===== src/rtl/sequence_generator.sv =====
// Serial burst generator: shifts a latched pattern out MSB first a set number of times,
// optionally separated by idle gaps. Every output is registered from the current state.
module sequence_generator #(
    parameter int   PAT_W    = 4,
    parameter int   CNT_W    = 8,
    parameter logic IDLE_BIT = 1'b1
) (
    input  logic             clk,
    input  logic             reset_n,
    input  logic             start,
    input  logic             abort,
    input  logic [PAT_W-1:0] pattern,
    input  logic [CNT_W-1:0] repeat_cnt,
    input  logic [3:0]       gap,
    output logic             x,
    output logic             x_valid,
    output logic             frame_start,
    output logic             busy,
    output logic             done
);

    localparam int IDX_W = $clog2(PAT_W);
    localparam logic [IDX_W-1:0] MSB_IDX = IDX_W'(PAT_W - 1);

    typedef enum logic [1:0] {IDLE, SEND, GAP, FIN} state_t;

    state_t           state_q, state_nx;
    logic [PAT_W-1:0] pat_q, pat_nx;
    logic [IDX_W-1:0] idx_q, idx_nx;
    logic [CNT_W-1:0] rem_q, rem_nx;
    logic [3:0]       gap_len_q, gap_len_nx;
    logic [3:0]       gap_cnt_q, gap_cnt_nx;
    logic             x_nx, x_valid_nx, frame_start_nx, busy_nx, done_nx;

    // State register plus output flops; outputs show the state of the previous cycle.
    always_ff @(posedge clk) begin
        if (!reset_n) begin
            state_q     <= IDLE;
            pat_q       <= '0;
            idx_q       <= '0;
            rem_q       <= '0;
            gap_len_q   <= '0;
            gap_cnt_q   <= '0;
            x           <= IDLE_BIT;
            x_valid     <= 1'b0;
            frame_start <= 1'b0;
            busy        <= 1'b0;
            done        <= 1'b0;
        end else begin
            state_q     <= state_nx;
            pat_q       <= pat_nx;
            idx_q       <= idx_nx;
            rem_q       <= rem_nx;
            gap_len_q   <= gap_len_nx;
            gap_cnt_q   <= gap_cnt_nx;
            x           <= x_nx;
            x_valid     <= x_valid_nx;
            frame_start <= frame_start_nx;
            busy        <= busy_nx;
            done        <= done_nx;
        end
    end

    // Next-state logic; the burst ends when the last repetition finishes its LSB.
    always_comb begin
        state_nx   = state_q;
        pat_nx     = pat_q;
        idx_nx     = idx_q;
        rem_nx     = rem_q;
        gap_len_nx = gap_len_q;
        gap_cnt_nx = gap_cnt_q;
        case (state_q)
            IDLE: begin
                if (start) begin
                    pat_nx     = pattern;
                    rem_nx     = repeat_cnt;
                    gap_len_nx = gap;
                    idx_nx     = MSB_IDX;
                    state_nx   = (repeat_cnt == '0) ? FIN : SEND;
                end
            end
            SEND: begin
                if (idx_q == '0) begin
                    rem_nx = rem_q - CNT_W'(1);
                    idx_nx = MSB_IDX;
                    if (rem_q == CNT_W'(1)) begin
                        state_nx = FIN;
                    end else if (gap_len_q == 4'd0) begin
                        state_nx = SEND;
                    end else begin
                        state_nx   = GAP;
                        gap_cnt_nx = gap_len_q;
                    end
                end else begin
                    idx_nx = idx_q - IDX_W'(1);
                end
            end
            GAP: begin
                if (gap_cnt_q <= 4'd1) begin
                    gap_cnt_nx = 4'd0;
                    state_nx   = SEND;
                end else begin
                    gap_cnt_nx = gap_cnt_q - 4'd1;
                end
            end
            FIN: begin
                state_nx = IDLE;
            end
            default: begin
                state_nx = IDLE;
            end
        endcase
        if (abort) begin
            state_nx = IDLE;
        end
    end

    // Output values to register; an abort forces the idle line on the same edge.
    always_comb begin
        x_nx           = IDLE_BIT;
        x_valid_nx     = 1'b0;
        frame_start_nx = 1'b0;
        busy_nx        = 1'b0;
        done_nx        = 1'b0;
        if (!abort) begin
            case (state_q)
                SEND: begin
                    x_nx           = pat_q[idx_q];
                    x_valid_nx     = 1'b1;
                    frame_start_nx = (idx_q == MSB_IDX);
                    busy_nx        = 1'b1;
                end
                GAP: begin
                    busy_nx = 1'b1;
                end
                FIN: begin
                    busy_nx = 1'b1;
                    done_nx = 1'b1;
                end
                default: begin
                    busy_nx = 1'b0;
                end
            endcase
        end
    end

endmodule


===== config.mk =====
export PLATFORM = sky130hd
export DESIGN_NAME = sequence_generator
export DESIGN_NICKNAME = d
export VERILOG_FILES = /design/src/rtl/sequence_generator.sv
export SDC_FILE = /design/constraint.sdc
export NUM_CORES = 1
export LEC_CHECK = 0
export ABC_AREA = 1
export CAP_MARGIN = 30
export CORE_MARGIN = 8
export CORE_UTILIZATION = 48
export CTS_CLUSTER_DIAMETER = 150
export CTS_CLUSTER_SIZE = 20
export DETAILED_ROUTE_END_ITERATION = 6
export PLACE_DENSITY = 0.86
export SLEW_MARGIN = 20
export SYNTH_ARGS = -nofsm -noshare
export SYNTH_HDL_FRONTEND = slang
export SYNTH_SLANG_ARGS = --single-unit
export TNS_END_PERCENT = 30

===== constraint.sdc =====
create_clock -name clk -period 1.3 [get_ports clk]
set_clock_uncertainty 0.15 [all_clocks]
set_input_delay 0.26 -clock clk [delete_from_list [all_inputs] [get_ports clk]]
set_output_delay 0.26 -clock clk [all_outputs]
set_load 0.02 [all_outputs]

Yosys cells after proc, flatten, opt, wreduce, memory -nomap -nowiden:

Index checks and enable logic that the tools add are counted.

* input bits: 20
* register bits: 29
* RAM bits: 0
* bits in latches: 0
* bits in read-only memories: 0
* memories: 0
* output and inout bits: 5

* reductions and logical operators: 14
* divide/modulo/power cells: 0
* shift operators: 0
* $lt $le $gt $ge: 2
* equal/unequal tests: 10
* bitwise operators: 2
* add/sub/neg operators: 3
* mux-type cells: 23
* multiply operators: 0

Operator list (number)
* 2-bit 2-to-1 mux: 8
* 4-bit 2-to-1 mux: 4
* 8-bit 2-to-1 mux: 2
* 8-bit case mux with 2 select lines: 1
* 2-bit inequality test, second input constant: 5
* 8-bit by 1-bit == test with 1-bit output, second input constant: 1
* 8-bit logical NOT: 1
* 2-bit case mux with 4 select lines: 1
* 4-bit case mux with 2 select lines: 1
* 8-bit by 1-bit subtractor with 8-bit output, second input constant: 1
* 2-bit == test, second input constant: 3
* 3-bit AND reduction: 2
* 3-bit OR reduction: 2
* 4-bit by 1-bit <= comparator with 1-bit output, second input constant: 1
* 2-bit logical NOT: 2
* 4-bit logical NOT: 1
* 1-bit 2-to-1 mux: 4
* 2-bit case mux with 2 select lines: 1
* 2-bit AND reduction: 2
* 4-bit AND reduction: 1
* 2-bit nonzero test: 2
* 4-bit by 1-bit subtractor with 4-bit output, second input constant: 1
* 2-bit by 3-bit less-than comparator with 1-bit output, second input constant: 1
* 1-bit binary-select mux with 2-bit select: 1
* other kinds (4): 5

Longest topological paths before layout:

Gate-level depths: netlist (run 1).

* depth after elaboration: 5
* gate-level depth with buffers: 9
* mapped depth without buffers: 9

Worst setup path after synthesis (run 1):

OpenSTA, ideal clock, no wires.

* path type: flip-flop to flip-flop
* start: register gap_cnt_q[0]
* end: register state_q[0]
* arrival: 1168 ps
* setup slack: -135 ps
* required time: 1033 ps
* clock period less this slack: 1435 ps
* cell stages (with the launch flop): 9
* cell sequence: dfxtp_1 -> inv_1 -> ha_1 -> o21ai_0 -> nand2_1 -> inv_1 -> nor2_1 -> o21ai_0 -> nor2_1

* longest elaborated chain between the ends: 3

RTL lines
* from (decl): RTL line 32 `logic [3:0] gap_cnt_q, gap_cnt_nx;`
* from (signal assigned): RTL line 55 `gap_cnt_q <= gap_cnt_nx;`
* 4-bit by 1-bit <= comparator with 1-bit output: RTL line 99 `if (gap_cnt_q <= 4'd1) begin`
* 2-bit inequality test (no line)
* 3-bit AND reduction (no line)
* to (signal assigned): RTL line 50 `state_q <= state_nx;`
* to (decl): RTL line 27 `state_t state_q, state_nx;`

No other way between the ends.
A chain may end at the register's enable or synchronous reset.

Worst setup path in the final report (run 1):

* start: register state_q[0]
* end: register idx_q[0]

* longest elaborated chain between the ends: 3
* elaborated cells between the ends (all ways): 6
* those cells by class: 2 x eq/ne; 1 x mux; 3 x reduce/logical

RTL lines
* 2-bit by 1-bit == test with 1-bit output or 2-bit logical NOT (tied branches): RTL line 72 `case (state_q)`
* 2-bit nonzero test (no line) or 2-bit inequality test (tied branches)
* 2-bit AND reduction (no line)
* to (signal assigned): RTL line 52 `idx_q <= idx_nx;`
* to (decl): RTL line 29 `logic [IDX_W-1:0] idx_q, idx_nx;`

Parallel ways exist; a longest one is shown, timed or not.

==> out/metrics.yaml, run 1 <==
tightestPinTransition_ps: 243
p_per_area_nw_per_um2: 1230
crit_type: "register to register"
slew_headroom_pct: 83.7
htreeDepth: 2
num_vias: 1810
setup_ws_ps: -143
hold_viol: 0
grt_overflow_total: 0
final_common_cell: "buf_4"
cts_hold_buffers: 0
clkSinkCount: 29
placed_cells: 339
final_cell_mix: "buf_4, nand2_1, nor2_1, inv_1, dfxtp_1"
areaGrowthSynthToFinish_pct: 53.1
arrival_ps: 1530
cp.required_ps: 1380
final_cells: 354
yosysSeqAreaShare_pct: 36.3
fmax_mhz: 693
finalSetupViolations: 15
cts_tree: "done"
grtUsageTotal_pct: 18.4
timing.hold.ws_ps: 312
layout-drive-gt1-share_pct: 35.7
die_area_um2: 5430
max_cap_violations: 0
maxSlewViolCount: 0
fin_crit_ps: 1440
post-route-period-util_pct: 111
violations: "setup timing"
postLayoutCoreUtil_pct: 75.2
vias_per_cell: 5.11
port_buffers: 24
drcViolationCount: 0
ir_drop_v: 0.000744
grt_max_degree: 19
hold_path_class: "register to register"
fillers: 256
antenna_found_initial: 0
synthesis.nets: 261
endpoint_kind: "register"
grt_pass1_vias: 1793
grt_pass1_wl_mm: 7.79
postLayoutCellArea_um2: 2450
path_clk_slew_ps: 100
drtPass1Iterations: 4
crit_fanout: 7
synth_area_per_cell_um2: 6.80
clk_latency_ps: 340
post-place-ws_ps: -499
drt_iter0_drc: 193
place_congestion: 0.938
leakagePower_nw: 1.14
rsz0062_at_grt: "yes"
cts-root-buf: "clkbuf_4"
synth.distinct_cells: 25
antenna_cells: 0
yosysWarnings: 0
drt-wirelength-per-cell_um: 13.4
chipHeight_um: 73.7
dp.final_hpwl_mm: 3.21
syn-cell-area_um2: 1600
fin_nets: 333
io_pins: 25
core_area_um2: 3260
drt.antenna.violating_nets: 0
die_w_um: 73.7
critPathLaunchType: "register"
finalPower_mw: 3.01
clk_path_buf_depth: 2
start_util_pct: 49.1
placed_cell_area_um2: 2180
rows: 21
finalSetupTns_ps: -1430
syn_inst: 235
routed_wl_mm: 4.74
ys_ff_latch: 29
cts_buffers: 5
run_status: "finished with violations"
==> what timing repair did <==
item	in CTS	in global routing
resized for setup	52	16
pin swaps	6	7
gates cloned	1	0
setup endpoints to repair	26	23
hold endpoints to repair	0	0
setup buffers	4	2
==> worst paths after layout <==
kind	from	to	slack [ps]	cells after the start
max	state_q[0]	idx_q[0]	-140	7
min	pat_q[2]	pat_q[2]	310	2
max reg2reg	state_q[0]	idx_q[0]	-140	7
min reg2reg	pat_q[2]	pat_q[2]	310	2
==> state kept, by name, summed over array words and instances (netlist names) <==
| signal | count |
|---|---|
| x_valid | 1 |
| gap_len_q | 4 |
| gap_cnt_q | 4 |
| pat_q | 4 |
| idx_q | 2 |
| state_q | 2 |
| frame_start | 1 |
| x | 1 |
| busy | 1 |
| rem_q | 8 |
| done | 1 |
==> power by group <==
group / internal (mW) / switching, mW / leakage, nW / total [mW]
Combinational: 0.497 / 0.527 / 0.838 / 1.02
Sequential: 0.980 / 0.0658 / 0.243 / 1.05
Clock: 0.595 / 0.349 / 0.0552 / 0.944
==> cells in the mapped netlist (all sizes together) <==
master / n / area [µm²]
dfxtp: 29 / 581
and3: 1 / 6.26
o22ai: 3 / 18.8
nor3: 1 / 16.3
inv: 34 / 128
nand4: 3 / 18.8
nor3b: 1 / 7.51
a21oi: 20 / 100
clkbuf: 1 / 3.75
xor2: 2 / 17.5
o21ai: 22 / 110
nor2: 44 / 180
nand3: 14 / 95.1
buf: 5 / 36.3
nand2: 47 / 189
o21a: 1 / 7.51
ha: 6 / 75.1
xnor2: 1 / 8.76
==> cell families after synthesis <==
kind of cell    Yosys count  synth area share (%)
buf+inv                  40                  10.5
simple gates            111                  32.1
flops                    29                  36.3
xor+xnor                  3                  1.64
fa+ha+maj                 6                  4.69
compound gates           46                  14.8
==> routing by layer <==
| metal | track usage (%) | up-vias | routed length (µm) |
|---|---|---|---|
| met5 | 0 | - | 0 |
| met4 | 8.20 | 0 | 163 |
| met3 | 5.32 | 22 | 249 |
| met2 | 33.4 | 61 | 2440 |
| met1 | 19.0 | 830 | 1890 |
| li1 | - | 897 | - |
==> final cells by class <==
| cell class | count | area (µm²) | area share [%] |
|---|---|---|---|
| repair buffers | 70 | 572 | 23.4 |
| multi-input cells | 167 | 983 | 40.2 |
| clock buffers | 5 | 37.5 | 1.53 |
| clock inverters | 3 | 65.1 | 2.66 |
| well taps | 46 | 57.6 | 2.35 |
| inverters | 34 | 135 | 5.52 |
| flip-flops and latches | 29 | 598 | 24.4 |
==> critical path, stage by stage (launching register included) <==
cell     delay [ps]
dfxtp_4         400
inv_4            40
nor2_4          210
nand2_4         120
buf_4           150
buf_4           120
o21ai_1         100
a21oi_1          50
Power figures use the tool's default switching activity.
==> inputs of run 2 (changes only) <==
SETUP_SLACK_MARGIN = 0.5   (was default)
==> run 2 against run 1 <==
Net effect: the run ends with DRC, setup timing left; clock power is 16% lower; largest power group unchanged; global-route usage decreased by 0.23 points; worst hold slack worse by 120 ps; sequential share of layout area rose by 0.19 points; critical endpoint is now rem_q[3]; first-iteration DRC count fell by 27%; power fell by 5.7%; critical path depth rose by 1; final area about the same; sequential power about the same.
==> out/metrics.yaml, run 2 (synthesized netlist as in run 1, its figures left out) <==
path_clk_slew_ps: 100  # about the same
cts_hold_buffers: 0  # unchanged
drt-wirelength-per-cell_um: 13.4  # -0.12%
p_per_area_nw_per_um2: 1160  # -5.8%
drt.antenna.violating_nets: 0  # unchanged
antenna_found_initial: 0  # unchanged
setup_ws_ps: -128  # +14.6 ps
largest_reg_flops: 8  # unchanged
drtPass1Iterations: 7  # +3
start_util_pct: 49.1  # unchanged
layout-drive-gt1-share_pct: 36.8  # +1.1 points
critPathSlowestCell: "dfxtp_4"
clkSinkCount: 29  # unchanged
hold_viol: 0  # unchanged
slew_headroom_pct: 83.3  # -0.43 points
die_w_um: 73.7  # unchanged
final_cells: 350  # -1.1%
areaGrowthSynthToFinish_pct: 53.2  # about the same
critPathLaunchType: "register"
grtUsageTotal_pct: 18.2  # -0.23 points
violations: "DRC, setup timing"
drcViolationCount: 1  # +1
cts_buffers: 5  # unchanged
finalPower_mw: 2.84  # -5.7%
fin_nets: 329  # -1.2%
run_status: "finished with violations"
place_congestion: 0.898  # -4.2%
drt_iter0_drc: 141  # -27%
crit_type: "register to register"
grt_pass1_wl_mm: 7.69  # -1.2%
post-route-period-util_pct: 110  # -1.1 points
grt_max_degree: 19  # unchanged
final_cell_mix: "nand2_1, buf_4, nor2_1, inv_1"
core_area_um2: 3260  # unchanged
arrival_ps: 1520  # about the same
chipHeight_um: 73.7  # unchanged
hold_path_class: "input pin to register"
rsz0062_at_grt: "yes"
maxSlewViolCount: 0  # unchanged
tightestPinTransition_ps: 249  # +6.16 ps
antenna_cells: 0  # unchanged
rows: 21  # unchanged
routed_wl_mm: 4.68  # -1.2%
endpoint_kind: "register"
io_pins: 25  # unchanged
die_area_um2: 5430  # unchanged
grt_pass1_vias: 1810  # +0.95%
leakagePower_nw: 1.11  # -1.9%
final_common_cell: "nand2_1"
clk_latency_ps: 340  # about the same
clk_path_buf_depth: 2  # unchanged
ir_drop_v: 0.000993  # +33%
htreeDepth: 2  # unchanged
max_stage_delay_ps: 410  # about the same
max_flop_register: "rem_q"
fin_crit_ps: 1430  # -14.6 ps
crit_top_cell: "nand2_1"
timing.hold.ws_ps: 195  # -117 ps
path_cells: "inv_4 > nor2_4 > buf_4 > nand4_1 > o21ai_0 > nand2_1 > nand2_1 > a21oi_1"
dp.final_hpwl_mm: 3.09  # -3.7%
max_cap_violations: 0  # unchanged
cts-root-buf: "clkbuf_4"
crit_fanout: 8  # +1
placed_cells: 335  # -1.2%
cp.required_ps: 1390  # about the same
num_vias: 1798  # -0.66%
cts_tree: "done"
fmax_mhz: 700  # +1.0%
finalSetupViolations: 14  # -1
grt_overflow_total: 0  # unchanged
vias_per_cell: 5.14  # +0.47%
port_buffers: 24  # unchanged
## run 2: layout make-up
class                   count  area [µm²]
flip-flops and latches     29         603
well taps                  46        57.6
clock buffers               6        51.3
fillers                   243         808
repair buffers             66         571
clock inverters             2        37.5
inverters                  34         133
multi-input cells         167         997
## run 2: routing by layer
| metal | up-vias | GRT usage, % | share of wire (%) |
|---|---|---|---|
| li1 | 886 | - | - |
| met4 | 0 | 9.09 | 4.4 |
| met1 | 791 | 18.0 | 38 |
| met2 | 90 | 33.1 | 49 |
| met5 | - | 0 | 0 |
| met3 | 31 | 5.87 | 7.7 |
## run 2: per-stage QoR
step	setup slack, ps	setup TNS [ps]	utilization (%)	instance area, µm²
global route	-219	-2760	75.2	2450
finish	-128	-1300	75.2	2450
global placement	-336	-6730	66.1	2150
detailed placement	-391	-7370	66.1	2150
CTS	-100	-950	73.5	2390
floorplan	-33.5	-372	-	1630
## run 2: where the power goes
part	internal, mW	switching, mW
logic	0.473	0.526
registers	0.980	0.0665
clock network	0.457	0.338
total	1.91	0.931
## run 2: repair_timing
item	4_1_cts	5_1_grt
gates cloned	1	0
setup endpoints to repair	34	34
resized for setup	66	18
pin swaps	7	4
setup buffers	4	2
## run 2: path summary, 6_finish.rpt
check	slack (ps)	cells past startpoint	startpoint	endpoint
hold reg to reg	300	2	pat_q[2]	pat_q[2]
setup / recovery	-130	8	state_q[0]	rem_q[3]
hold / removal	200	4	abort	done
setup reg to reg	-130	8	state_q[0]	rem_q[3]
## run 2: worst max-delay path, delay by kind of cell, from the launching register on
kind / cells / cell delay, ps
simple gates: 4 / 380
flops: 1 / 410
compound gates: 2 / 130
buf+inv: 2 / 260
==> inputs of run 3 (changes only) <==
CORE_UTILIZATION = 57   (was 48)
PLACE_DENSITY = 0.95   (was 0.86)
RECOVER_POWER = 50   (was default)
clock period = 1.8 ns   (was 1.3 ns; I/O delays follow)
==> run 3 against run 2 <==
Net effect: the run now ends clean; non-clock buffer count decreased by 12; combinational power decreased by 28%; global-route usage increased by 4.7 points; clock-buffer cell count increased by 1; critical endpoint is now state_q[1].
==> out/metrics.yaml, run 3 (synthesized netlist as in run 1, its figures left out) <==
htreeDepth: 2  # unchanged
path_clk_slew_ps: 90  # about the same
layout-drive-gt1-share_pct: 31.2  # -5.7 points
crit_type: "input pin to register"
post-place-ws_ps: 30.4  # +422 ps
cts_buffers: 5  # unchanged
p_switching_uw: 719  # -23%
endpoint_kind: "register"
p_per_area_nw_per_um2: 847  # -27%
clk_latency_ps: 340  # about the same
arrival_ps: 1780  # +260 ps
leakagePower_nw: 1.06  # -5.1%
drcViolationCount: 0  # -1
maxSlewViolCount: 0  # unchanged
final_cell_mix: "nand2_1, nor2_1, buf_4, inv_1, dfxtp_1"
swShare_pct: 36.5  # +3.7 points
cp.required_ps: 1930  # +540 ps
grt_overflow_total: 0  # unchanged
final_common_cell: "nand2_1"
num_vias: 1957  # +8.8%
clock_power_share_pct: 23.9  # -4.1 points
slew_headroom_pct: 69.5  # -14 points
areaGrowthSynthToFinish_pct: 45.4
power_frac_seq_pct: 39.6  # +2.8 points
max_cap_violations: 0  # unchanged
die_area_um2: 4760  # -12%
finalPower_mw: 1.97  # -31%
fin_nets: 317  # -3.6%
clk_path_buf_depth: 2  # unchanged
setup_ws_ps: 154  # +282 ps
drtPass1Iterations: 7  # unchanged
chipHeight_um: 69.0  # -6.4%
p_int_mw: 1.25  # -35%
ir_drop_v: 0.000882  # -11%
place_congestion: 0.916  # +1.9%
run_status: "completed"
rows: 19  # -9.5%
max_flop_register: "rem_q"
fmax_mhz: 608
grtUsageTotal_pct: 22.9  # +4.7 points
drt_iter0_drc: 289  # +100%
fin_crit_ps: 1650
critPathLaunchType: "input pin"
drt-wirelength-per-cell_um: 18.2  # +36%
post-route-period-util_pct: 91.4
vias_per_cell: 6.06  # +18%
finalSetupTns_ps: 0  # +1300 ps
antenna_found_initial: 0  # unchanged
port_buffers: 24  # unchanged
core_area_um2: 2710  # -17%
hold_viol: 0  # unchanged
cts_tree: "done"
crit_fanout: 4  # -4
routed_wl_mm: 5.89  # +26%
antenna_cells: 0  # unchanged
grt_pass1_vias: 1749  # -3.4%
tightestPinTransition_ps: 454  # +205 ps
comb_power_share_pct: 36.6  # +1.4 points
dp.final_hpwl_mm: 2.78  # -10%
drt.antenna.violating_nets: 0  # unchanged
hold_path_class: "register to register"
timing.hold.ws_ps: 313  # +117 ps
start_util_pct: 59.0  # +9.9 points
rsz0062_at_grt: "yes"
grt_max_degree: 19  # unchanged
die_w_um: 69.0  # -6.4%
cts-root-buf: "clkbuf_4"
clkSinkCount: 29  # unchanged
largest_reg_flops: 8  # unchanged
io_pins: 25  # unchanged
grt_pass1_wl_mm: 8.14  # +5.7%
finalSetupViolations: 0  # -14
## run 3: changes by cell type in the layout (fill, tap and decap cells not counted), moves of 3 or more
cell | before | now
dfxtp_2 | 9 | 5
inv_2 | 11 | 7
a21oi_2 | 5 | 2
a21oi_1 | 15 | 18
nor2_2 | 6 | 1
inv_4 | 2 | 6
nor2_1 | 35 | 38
buf_4 | 39 | 25
dfxtp_1 | 17 | 21
## run 3: what timing repair did
item                                    in CTS  in global routing
setup buffers                               16                  8
resized for setup                           70                 18
pin swaps                                    6                  9
hold buffers                                 0                  0
gates cloned                                 1                  0
endpoints found under the setup margin      29                 30
## run 3: final cells by class
type	count	area (µm²)
Fill cell	131	385
Tap cell	31	38.8
Clock buffer	7	65.1
Multi-Input combinational cell	167	992
Sequential cell	29	598
Timing Repair Buffer	54	483
Clock inverter	1	5.00
Inverter	34	143
## run 3: power by group through the flow
stage / clock [mW] / sequential, mW / combinational (mW)
after CTS: 0.470 / 0.767 / 0.589
after detailed placement: 0 / 0.779 / 0.471
after floorplan: 0 / 0.767 / 0.357
after global placement: 0 / 0.777 / 0.455
final: 0.470 / 0.779 / 0.720
after global routing: 0.509 / 0.783 / 0.772
## run 3: per-layer routing
metal,up-vias,wire [µm],global-route usage (%)
li1,859,-,-
met1,896,2220,24.9
met2,150,2780,38.4
met3,52,552,8.72
met4,0,337,11.0
met5,-,0,0
## run 3: final timing paths
check,startpoint,endpoint,slack [ps],cells past startpoint
worst max-delay path,reset_n,state_q[1],150,6
worst min-delay path,pat_q[2],pat_q[2],310,2
worst max register to register,state_q[1],idx_q[1],190,5
worst min register to register,pat_q[2],pat_q[2],310,2
## run 3: stage by stage
stage	utilization [%]	cell area, µm²	cells
6_report	85.8	2320	323
5_1_grt	85.8	2320	323
4_1_cts	82.0	2220	315
3_5_place_dp	70.5	1910	290
3_3_place_gp	70.5	1910	290
2_1_floorplan	-	1630	235
## run 3: critical path: stages
cell and delay [ps]:
dlygate4sd3_1 550, inv_1 80, nor2_1 230, inv_1 180, nor2_1 200, o21a_1 170
